--- config.mk ---
export PLATFORM = sky130hd
export DESIGN_NAME = div_radix2_seq
export DESIGN_NICKNAME = d
export VERILOG_FILES = /design/src/rtl/div_radix2_pkg.sv /design/src/rtl/div_radix2_step.sv /design/src/rtl/div_radix2_seq.sv
export SDC_FILE = /design/constraint.sdc
export NUM_CORES = 1
export LEC_CHECK = 0
export ABC_AREA = 1
export BUFFER_PORTS_ARGS = -buffer_cell sky130_fd_sc_hd__buf_2
export CAP_MARGIN = 20
export CORE_MARGIN = 3
export CORE_UTILIZATION = 40
export DETAILED_ROUTE_END_ITERATION = 10
export PLACE_DENSITY = 0.57
export SETUP_SLACK_MARGIN = 0.3
export SYNTH_ARGS = -nofsm -noshare
export SYNTH_HDL_FRONTEND = slang
export SYNTH_SLANG_ARGS = --single-unit
--- constraint.sdc ---
create_clock -name clk_i -period 6.2 [get_ports clk_i]
set_clock_uncertainty 0.2 [all_clocks]
set_input_delay 0.62 -clock clk_i [delete_from_list [all_inputs] [get_ports clk_i]]
set_output_delay 0.62 -clock clk_i [all_outputs]
set_load 0.03 [all_outputs]
--- src/rtl/div_radix2_pkg.sv ---
// Shared state encoding for the sequential radix-2 divider.
package div_radix2_pkg;

  localparam int DIV_STATE_WIDTH = 2;

  typedef enum logic [DIV_STATE_WIDTH-1:0] {
    DIV_IDLE = 2'd0,
    DIV_BUSY = 2'd1,
    DIV_DONE = 2'd2
  } div_state_t;

endpackage

--- src/rtl/div_radix2_step.sv ---
// One restoring-division iteration: shift {rem, quo} left, trial-subtract, select.
module div_radix2_step #(
  parameter int XLEN = 32
) (
  input  logic [XLEN-1:0] rem_i,
  input  logic [XLEN-1:0] quo_i,
  input  logic [XLEN-1:0] div_i,
  output logic [XLEN-1:0] rem_o,
  output logic [XLEN-1:0] quo_o
);

  logic [XLEN:0] rem_sh_s;
  logic [XLEN:0] trial_s;

  // Shifted remainder keeps its MSB so the subtraction cannot overflow.
  always_comb begin
    rem_sh_s = {rem_i, quo_i[XLEN-1]};
    trial_s  = rem_sh_s - {1'b0, div_i};
    if (trial_s[XLEN] == 1'b0) begin
      rem_o = trial_s[XLEN-1:0];
      quo_o = {quo_i[XLEN-2:0], 1'b1};
    end else begin
      rem_o = rem_sh_s[XLEN-1:0];
      quo_o = {quo_i[XLEN-2:0], 1'b0};
    end
  end

endmodule

--- src/rtl/div_radix2_seq.sv ---
// Multi-cycle unsigned restoring divider; returns quotient or remainder with a one-cycle ready pulse.
module div_radix2_seq
  import div_radix2_pkg::*;
#(
  parameter int XLEN  = 32,
  parameter int CNT_W = $clog2(XLEN + 1)
) (
  input  logic            clk_i,
  input  logic            rst_i,
  input  logic            req_i,
  input  logic [XLEN-1:0] a_i,
  input  logic [XLEN-1:0] b_i,
  input  logic            is_q_i,
  output logic            ready_o,
  output logic [XLEN-1:0] result_o
);

  div_state_t      state_r, state_nx_s;
  logic [CNT_W-1:0] cnt_r;
  logic [XLEN-1:0] rem_r, quo_r, div_r;
  logic [XLEN-1:0] rem_nx_s, quo_nx_s;
  logic            sel_q_r;
  logic            ready_r;
  logic [XLEN-1:0] result_r;
  logic            load_s, step_s, finish_s, div_zero_s;

  div_radix2_step #(.XLEN(XLEN)) u_step (
    .rem_i (rem_r),
    .quo_i (quo_r),
    .div_i (div_r),
    .rem_o (rem_nx_s),
    .quo_o (quo_nx_s)
  );

  // State register.
  always_ff @(posedge clk_i or negedge rst_i) begin
    if (!rst_i) begin
      state_r <= DIV_IDLE;
    end else begin
      state_r <= state_nx_s;
    end
  end

  // Next-state logic; a dropped request while BUSY aborts the operation.
  always_comb begin
    state_nx_s = state_r;
    case (state_r)
      DIV_IDLE: begin
        if (req_i) begin
          state_nx_s = (b_i == {XLEN{1'b0}}) ? DIV_DONE : DIV_BUSY;
        end else begin
          state_nx_s = DIV_IDLE;
        end
      end
      DIV_BUSY: begin
        if (!req_i) begin
          state_nx_s = DIV_IDLE;
        end else if (cnt_r == CNT_W'(1)) begin
          state_nx_s = DIV_DONE;
        end else begin
          state_nx_s = DIV_BUSY;
        end
      end
      DIV_DONE: state_nx_s = DIV_IDLE;
      default:  state_nx_s = DIV_IDLE;
    endcase
  end

  // Datapath control decode.
  always_comb begin
    load_s     = (state_r == DIV_IDLE) && req_i;
    step_s     = (state_r == DIV_BUSY) && req_i;
    finish_s   = (state_nx_s == DIV_DONE);
    div_zero_s = (b_i == {XLEN{1'b0}});
  end

  // Operand capture and iteration registers.
  always_ff @(posedge clk_i or negedge rst_i) begin
    if (!rst_i) begin
      cnt_r   <= {CNT_W{1'b0}};
      rem_r   <= {XLEN{1'b0}};
      quo_r   <= {XLEN{1'b0}};
      div_r   <= {XLEN{1'b0}};
      sel_q_r <= 1'b0;
    end else if (load_s) begin
      cnt_r   <= CNT_W'(XLEN);
      rem_r   <= {XLEN{1'b0}};
      quo_r   <= a_i;
      div_r   <= b_i;
      sel_q_r <= is_q_i;
    end else if (step_s) begin
      cnt_r   <= cnt_r - CNT_W'(1);
      rem_r   <= rem_nx_s;
      quo_r   <= quo_nx_s;
    end else begin
      cnt_r   <= cnt_r;
    end
  end

  // Result and ready registered on entry to DONE; divide-by-zero resolves straight from IDLE.
  always_ff @(posedge clk_i or negedge rst_i) begin
    if (!rst_i) begin
      ready_r  <= 1'b0;
      result_r <= {XLEN{1'b0}};
    end else begin
      ready_r <= finish_s;
      if (finish_s && (state_r == DIV_IDLE)) begin
        result_r <= (is_q_i && div_zero_s) ? {XLEN{1'b1}} : a_i;
      end else if (finish_s) begin
        result_r <= sel_q_r ? quo_nx_s : rem_nx_s;
      end else begin
        result_r <= result_r;
      end
    end
  end

  assign ready_o  = ready_r;
  assign result_o = result_r;

endmodule

==> results by group, run 1 <==
Outcome
  – Status: completed

Cells and area
  – Nets@finish: 1562
  – Antenna cell count: 0
  – Commonest non-fill, non-tap cells in the layout: nand2_1, inv_1, a21oi_1
  – Area grow syn2layout: 13.16%
  – Fin area: 10740 sq um
  – Commonest non-fill, non-tap cell in the layout: nand2_1
  – Share of cells above drive strength 1: 12.36%

Route
  – Routed Antenna Nets: 0
  – Routed length per instance: 15.61 um
  – Starting DRT DRC Count: 619
  – Via count: 8868
  – Drt drc: 0
  – WL final: 27860 um
  – Drt via density: 4.968
  – Drt first pass iters: 5

Timing
  – Worst-Margin Slew: 0.9905 ns
  – Max Clk Rate: 0.2876 GHz
  – Worst hold margin: 0.03292 ns
  – Final worst slack: 2.723 ns
  – Rel. slew slack: 33.97%
  – Final Max Slew Viols: 0
  – Final TNS setup: 0 ns
  – RSZ-0062 raised after global routing: no
  – Final min period: 3.477 ns
  – Final setup vio count: 0
  – Period utilization: 56.08%
  – Hold Fails Final Rpt: 0

Worst setup path
  – Bufs and invs on worst path: 1
  – Crit Path Max Fanout: 30
  – CP max stage delay: 0.54 ns
  – WP data required: 6.37 ns
  – Startpoint Class: flip-flop
  – CP endpoint kind: flip-flop
  – Family with the most delay on the worst path: simple AND/OR/NAND/NOR gates
  – Critical path's slowest cell: nand2_2
  – Critical path class: reg -> reg
  – CP Cell Sequence: ha_1, fa_1, inv_1, nand2_1, nand2_1, nand3_2, nand2_2, nand2_2, nand2_4, nand2_4, nand2_4, nand2_4, nand2_2, nand2_1, nand3_1, nand2_1, a21oi_1
  – Worst path arrival time: 3.65 ns
  – R2r setup slk: 2.72 ns

Global route
  – All-layer global routing usage: 22.34%
  – Gr ovfl total: 0
  – Number of global-route vias before repair: 8762
  – Initial antenna violation count: 0
  – Largest net degree at the start of global routing: 81
  – First-pass GRT wire length: 46010 um

Clock tree
  – CTS Buffer Depth: 2
  – CTS tree: yes
  – # resized after CTS: 0
  – Max H-tree Level: 4
  – TritonCTS buffer count: 17
  – Clk_lat worst skew: 0.44 ns
  – Clock edge transition at the registers on the reported setup and hold paths: 0.07 ns
  – Post-CTS Setup Bufs: 0
  – CTS Hold Bufs: 0
  – Clock Tree Root: clkbuf_16
  – CTS Sinks: 138

Yosys
  – Post-synth cell types: 39
  – Register bit total from synthesis: 138
  – Syn Inst Count: 1386
  – Synthesized cell area: 9488 sq um
  – Ys Warns: 0
  – Synth top area cells: dfrtp_1, nand2_1, inv_1
  – Async set-reset flop share out of synthesis: 100.0%
  – Net Count, Synth: 1489
  – Synth Area per Inst: 6.845 sq um
  – Top-area cell type share of the netlist area: 36.40%
  – Synth area leader: dfrtp_1
  – Ys flop type: dfrtp_1
  – Seq/Total Area, Yosys: 36.40%
  – Post-synth EDFFs: 0

Power and ir drop
  – PD cells: 446.8 nW/um^2
  – LEAKAGE: 6.112 nW
  – Peak VDD IR: 0.1688 mV

Placement
  – Dpl ws: 2.363 ns
  – Hpwl dp: 20340 um
  – GP Congestion: 0.9328
  – DP Area: 10180 sq um
  – Port buffer count: 100

Flow run
  – Max_cap viols: 0

Floorplan
  – Die area: 25600 sq um
  – Die width: 160.0 um
  – Starting Density: 41.28%
  – FP Rows: 55
  – Die Span Y: 160.0 um
  – I/O Pins: 101
  – Core Footprint: 22980 sq um

Worst hold path
  – Hold crit path type: in -> async
==> per-stage QoR <==
| step | total power, W | util (%) | std cells |
|---|---|---|---|
| floorplan | 0.003168 | - | 1386 |
| global placement | 0.003809 | 44.31 | 1753 |
| detailed placement | 0.003821 | 44.31 | 1753 |
| CTS | 0.004823 | 46.71 | 1785 |
| global route | 0.005220 | 46.71 | 1785 |
| finish | 0.004797 | 46.71 | 1785 |
==> area by class of cell <==
class / count / area [sq um]
tap: 313 / 391.6
fill: 2449 / 12250
timing repair buffer: 109 / 574.3
inverter: 235 / 882.1
clock inverter: 14 / 123.9
multi-input combinational: 958 / 4882
clock buffer: 18 / 429.2
sequential: 138 / 3453
==> power by group <==
group	total (W)	internal, W	switching, W
logic	0.00249	0.000796	0.00169
registers	0.00132	0.00114	0.000187
clock network	0.000984	0.000527	0.000458
==> worst paths after layout <==
check                          from           to  cells after the start
min in group clk_i           b_i[2]     div_r[2]                      3
min reg2reg                quo_r[1]     quo_r[2]                      2
max                        div_r[0]  result_o[8]                     17
min                           rst_i    div_r[12]                      1
max reg2reg                div_r[0]  result_o[8]                     17
max in group asynchronous     rst_i    rem_r[31]                      2
==> per-layer routing <==
metal  GRT usage (%)  wire length [um]
met3           3.320              1152
met1           31.03             13270
met5               0                 0
met4           5.799               536
met2           36.63             12900
==> synthesized netlist by cell type (all sizes together), types with 5 or more instances <==
cell / n
nand2: 399
inv: 235
a21oi: 148
dfrtp: 138
nor2: 129
nand3: 100
o21ai: 38
clkbuf: 36
ha: 34
a21o: 31
o221ai: 28
buf: 19
xor2: 13
nand4: 10
nor4: 6
nor3: 5
==> state kept, by name, indices dropped and copies added (netlist names) <==
signal / cells
result_o: 32
rem_r: 32
state_r: 2
sel_q_r: 1
quo_r: 32
cnt_r: 6
ready_o: 1
div_r: 32
==> logic make-up (layout without fill, tap and decap cells) <==
group	count (synthesis)	after routing	synth area share [%]
xor gates and xnor gates	15	15	1.385
AOI/OAI and AO/OA	255	255	15.93
and+or+nand+nor	653	653	29.42
DFF	138	138	36.40
adders and majority gates	35	35	4.695
buffers and inverters	290	376	12.17
Note: power is estimated with default switching activity, not from simulation.
==> run 2: changes to the inputs <==
Clock period 6.2 ns to 3.5 ns, I/O delays scaled along.
==> results by group, run 2 (synthesized netlist as in run 1, its figures left out) <==
Timing
  – Final setup vio count: 0
  – Worst-Margin Slew: 0.7272 ns
  – Period utilization: 84.45%
  – Rel. slew slack: 51.45%
  – Worst hold margin: -0.01015 ns
  – Hold Fails Final Rpt: 1
  – RSZ-0062 raised after global routing: no
  – Final TNS setup: 0 ns
  – Final Max Slew Viols: 0
  – Max Clk Rate: 0.3383 GHz
  – Final min period: 2.956 ns

Worst setup path
  – Critical path class: reg -> reg
  – CP startpoint: quo_r[31]
  – Startpoint Class: flip-flop
  – CP endpoint kind: flip-flop
  – R2r setup slk: 0.54 ns
  – WP data required: 3.61 ns
  – Reg2reg path depth: 17
  – Reg2reg start: quo_r[31]
  – Worst path arrival time: 3.07 ns
  – Crit Path Max Fanout: 30
  – Worst R2R End: rem_r[21]

Floorplan
  – FP Rows: 55
  – I/O Pins: 101
  – Die Span Y: 160.0 um
  – Die area: 25600 sq um
  – Starting Density: 41.28%
  – Die width: 160.0 um
  – Core Footprint: 22980 sq um

Route
  – WL final: 29980 um
  – Drt drc: 0
  – Drt via density: 5.080
  – Starting DRT DRC Count: 722
  – Drt first pass iters: 5
  – Routed length per instance: 16.36 um
  – Routed Antenna Nets: 0
  – Via count: 9312

Clock tree
  – CTS Sinks: 138
  – CTS Buffer Depth: 2
  – Clock edge transition at the registers on the reported setup and hold paths: 0.06 ns
  – Clock Tree Root: clkbuf_16
  – Max H-tree Level: 4
  – Clk_lat worst skew: 0.43 ns
  – CTS tree: yes
  – TritonCTS buffer count: 17

Flow run
  – Max_cap viols: 0

Cells and area
  – Antenna cell count: 0
  – Nets@finish: 1611
  – Filler cells: 2430
  – Share of cells above drive strength 1: 12.89%
  – Area grow syn2layout: 18.75%
  – Commonest non-fill, non-tap cell in the layout: nand2_1
  – Commonest non-fill, non-tap cells in the layout: nand2_1, inv_1, a21oi_1

Global route
  – Largest net degree at the start of global routing: 71
  – First-pass GRT wire length: 47770 um
  – Initial antenna violation count: 0
  – All-layer global routing usage: 23.38%
  – Number of global-route vias before repair: 8918
  – Gr ovfl total: 0

Worst hold path
  – Worst Hold End: sel_q_r
  – Hold-critical path depth: 3
  – Hold crit path type: in -> reg
  – Hold Path Origin: is_q_i

Placement
  – Hpwl dp: 21930 um
  – Port buffer count: 100
  – GP Congestion: 0.9187

Power and ir drop
  – LEAKAGE: 6.358 nW
  – PD cells: 781.1 nW/um^2
  – Peak VDD IR: 0.2935 mV
  – PnR Total Power: 0.008801 W

Outcome
  – Status: finished, violations left
  – Failing checks: negative hold slack
## run 2: cell types whose count changed in the layout (fill, tap and decap cells not counted)
cell and change:
buf_12 +2, buf_4 +12, buf_8 +1, bufinv_16 +3, clkinv_2 +2, dlygate4sd3_1 +34
inv_6 -5, inv_8 -1
## run 2: area by class of cell
class                      count  area [sq um]  share of cell area (%)
tap                          313         391.6                   3.476
clock inverter                13         168.9                   1.499
timing repair buffer         158          1060                   9.406
sequential                   138          3453                   30.65
inverter                     235         882.1                   7.829
multi-input combinational    958          4882                   43.33
clock buffer                  18         429.2                   3.809
## run 2: worst max-delay path, cell delays in order, from the launching register on
cell and delay [ns]:
dfrtp_1 0.35, inv_1 0.07, ha_1 0.25, fa_1 0.42, inv_1 0.12, nand2_1 0.06, nand2_1 0.11, nand3_2 0.08
nand2_2 0.12, nand2_2 0.08, nand2_4 0.08, nand2_4 0.07, nand3_4 0.18, nand2_2 0.09, buf_8 0.18, nand2_1 0.10
a21oi_1 0.10, a21o_1 0.20
## run 2: worst max-delay path by stage
| stage | end | slack [ns] | cells after the start |
|---|---|---|---|
| after global routing | result_o[13] | 0.32 | 18 |
| after floorplan | rem_r[26] | 0.98 | 18 |
| after detailed placement | result_o[6] | 0.44 | 17 |
| after CTS | result_o[6] | 0.42 | 17 |
| after global placement | rem_r[21] | 0.50 | 16 |
| final | rem_r[21] | 0.54 | 17 |
## run 2: stage by stage
step | area, sq um | std cells | hold WS, ns | util [%] | worst slack [ns]
final | 11270 | 1833 | -0.01015 | 49.02 | 0.5441
after global routing | 11270 | 1833 | 0.02545 | 49.02 | 0.3213
after CTS | 11250 | 1833 | 0.003219 | 48.93 | 0.4192
after detailed placement | 10310 | 1768 | 0.2061 | 44.85 | 0.4360
after global placement | 10310 | 1768 | 0.2090 | 44.85 | 0.5046
after floorplan | 9488 | 1386 | -0.1456 | - | 0.9812
## run 2: repair_timing
action	CTS	global route
hold endpoints to repair	96	0
setup endpoints to repair	0	27
gates resized for setup	0	5
buffers inserted	0	0
hold buffers	34	0
## run 2: power by group
group	total [W]	internal [W]	switching [W]	leakage (nW)
registers	0.00234	0.00202	0.000319	1.79
logic	0.00458	0.00149	0.00309	4.28
clock network	0.00189	0.00113	0.000763	0.285
## run 2: routing by layer
metal  up-vias  wire length, um  share of wire [%]  GRT usage [%]
met5         -                0                  0              0
met4         0              796                2.7          7.613
met3        42             1636                5.5          3.450
met2       302            14250                 48          39.30
met1      4309            13300                 44          31.02
li1       4659                -                  -              -
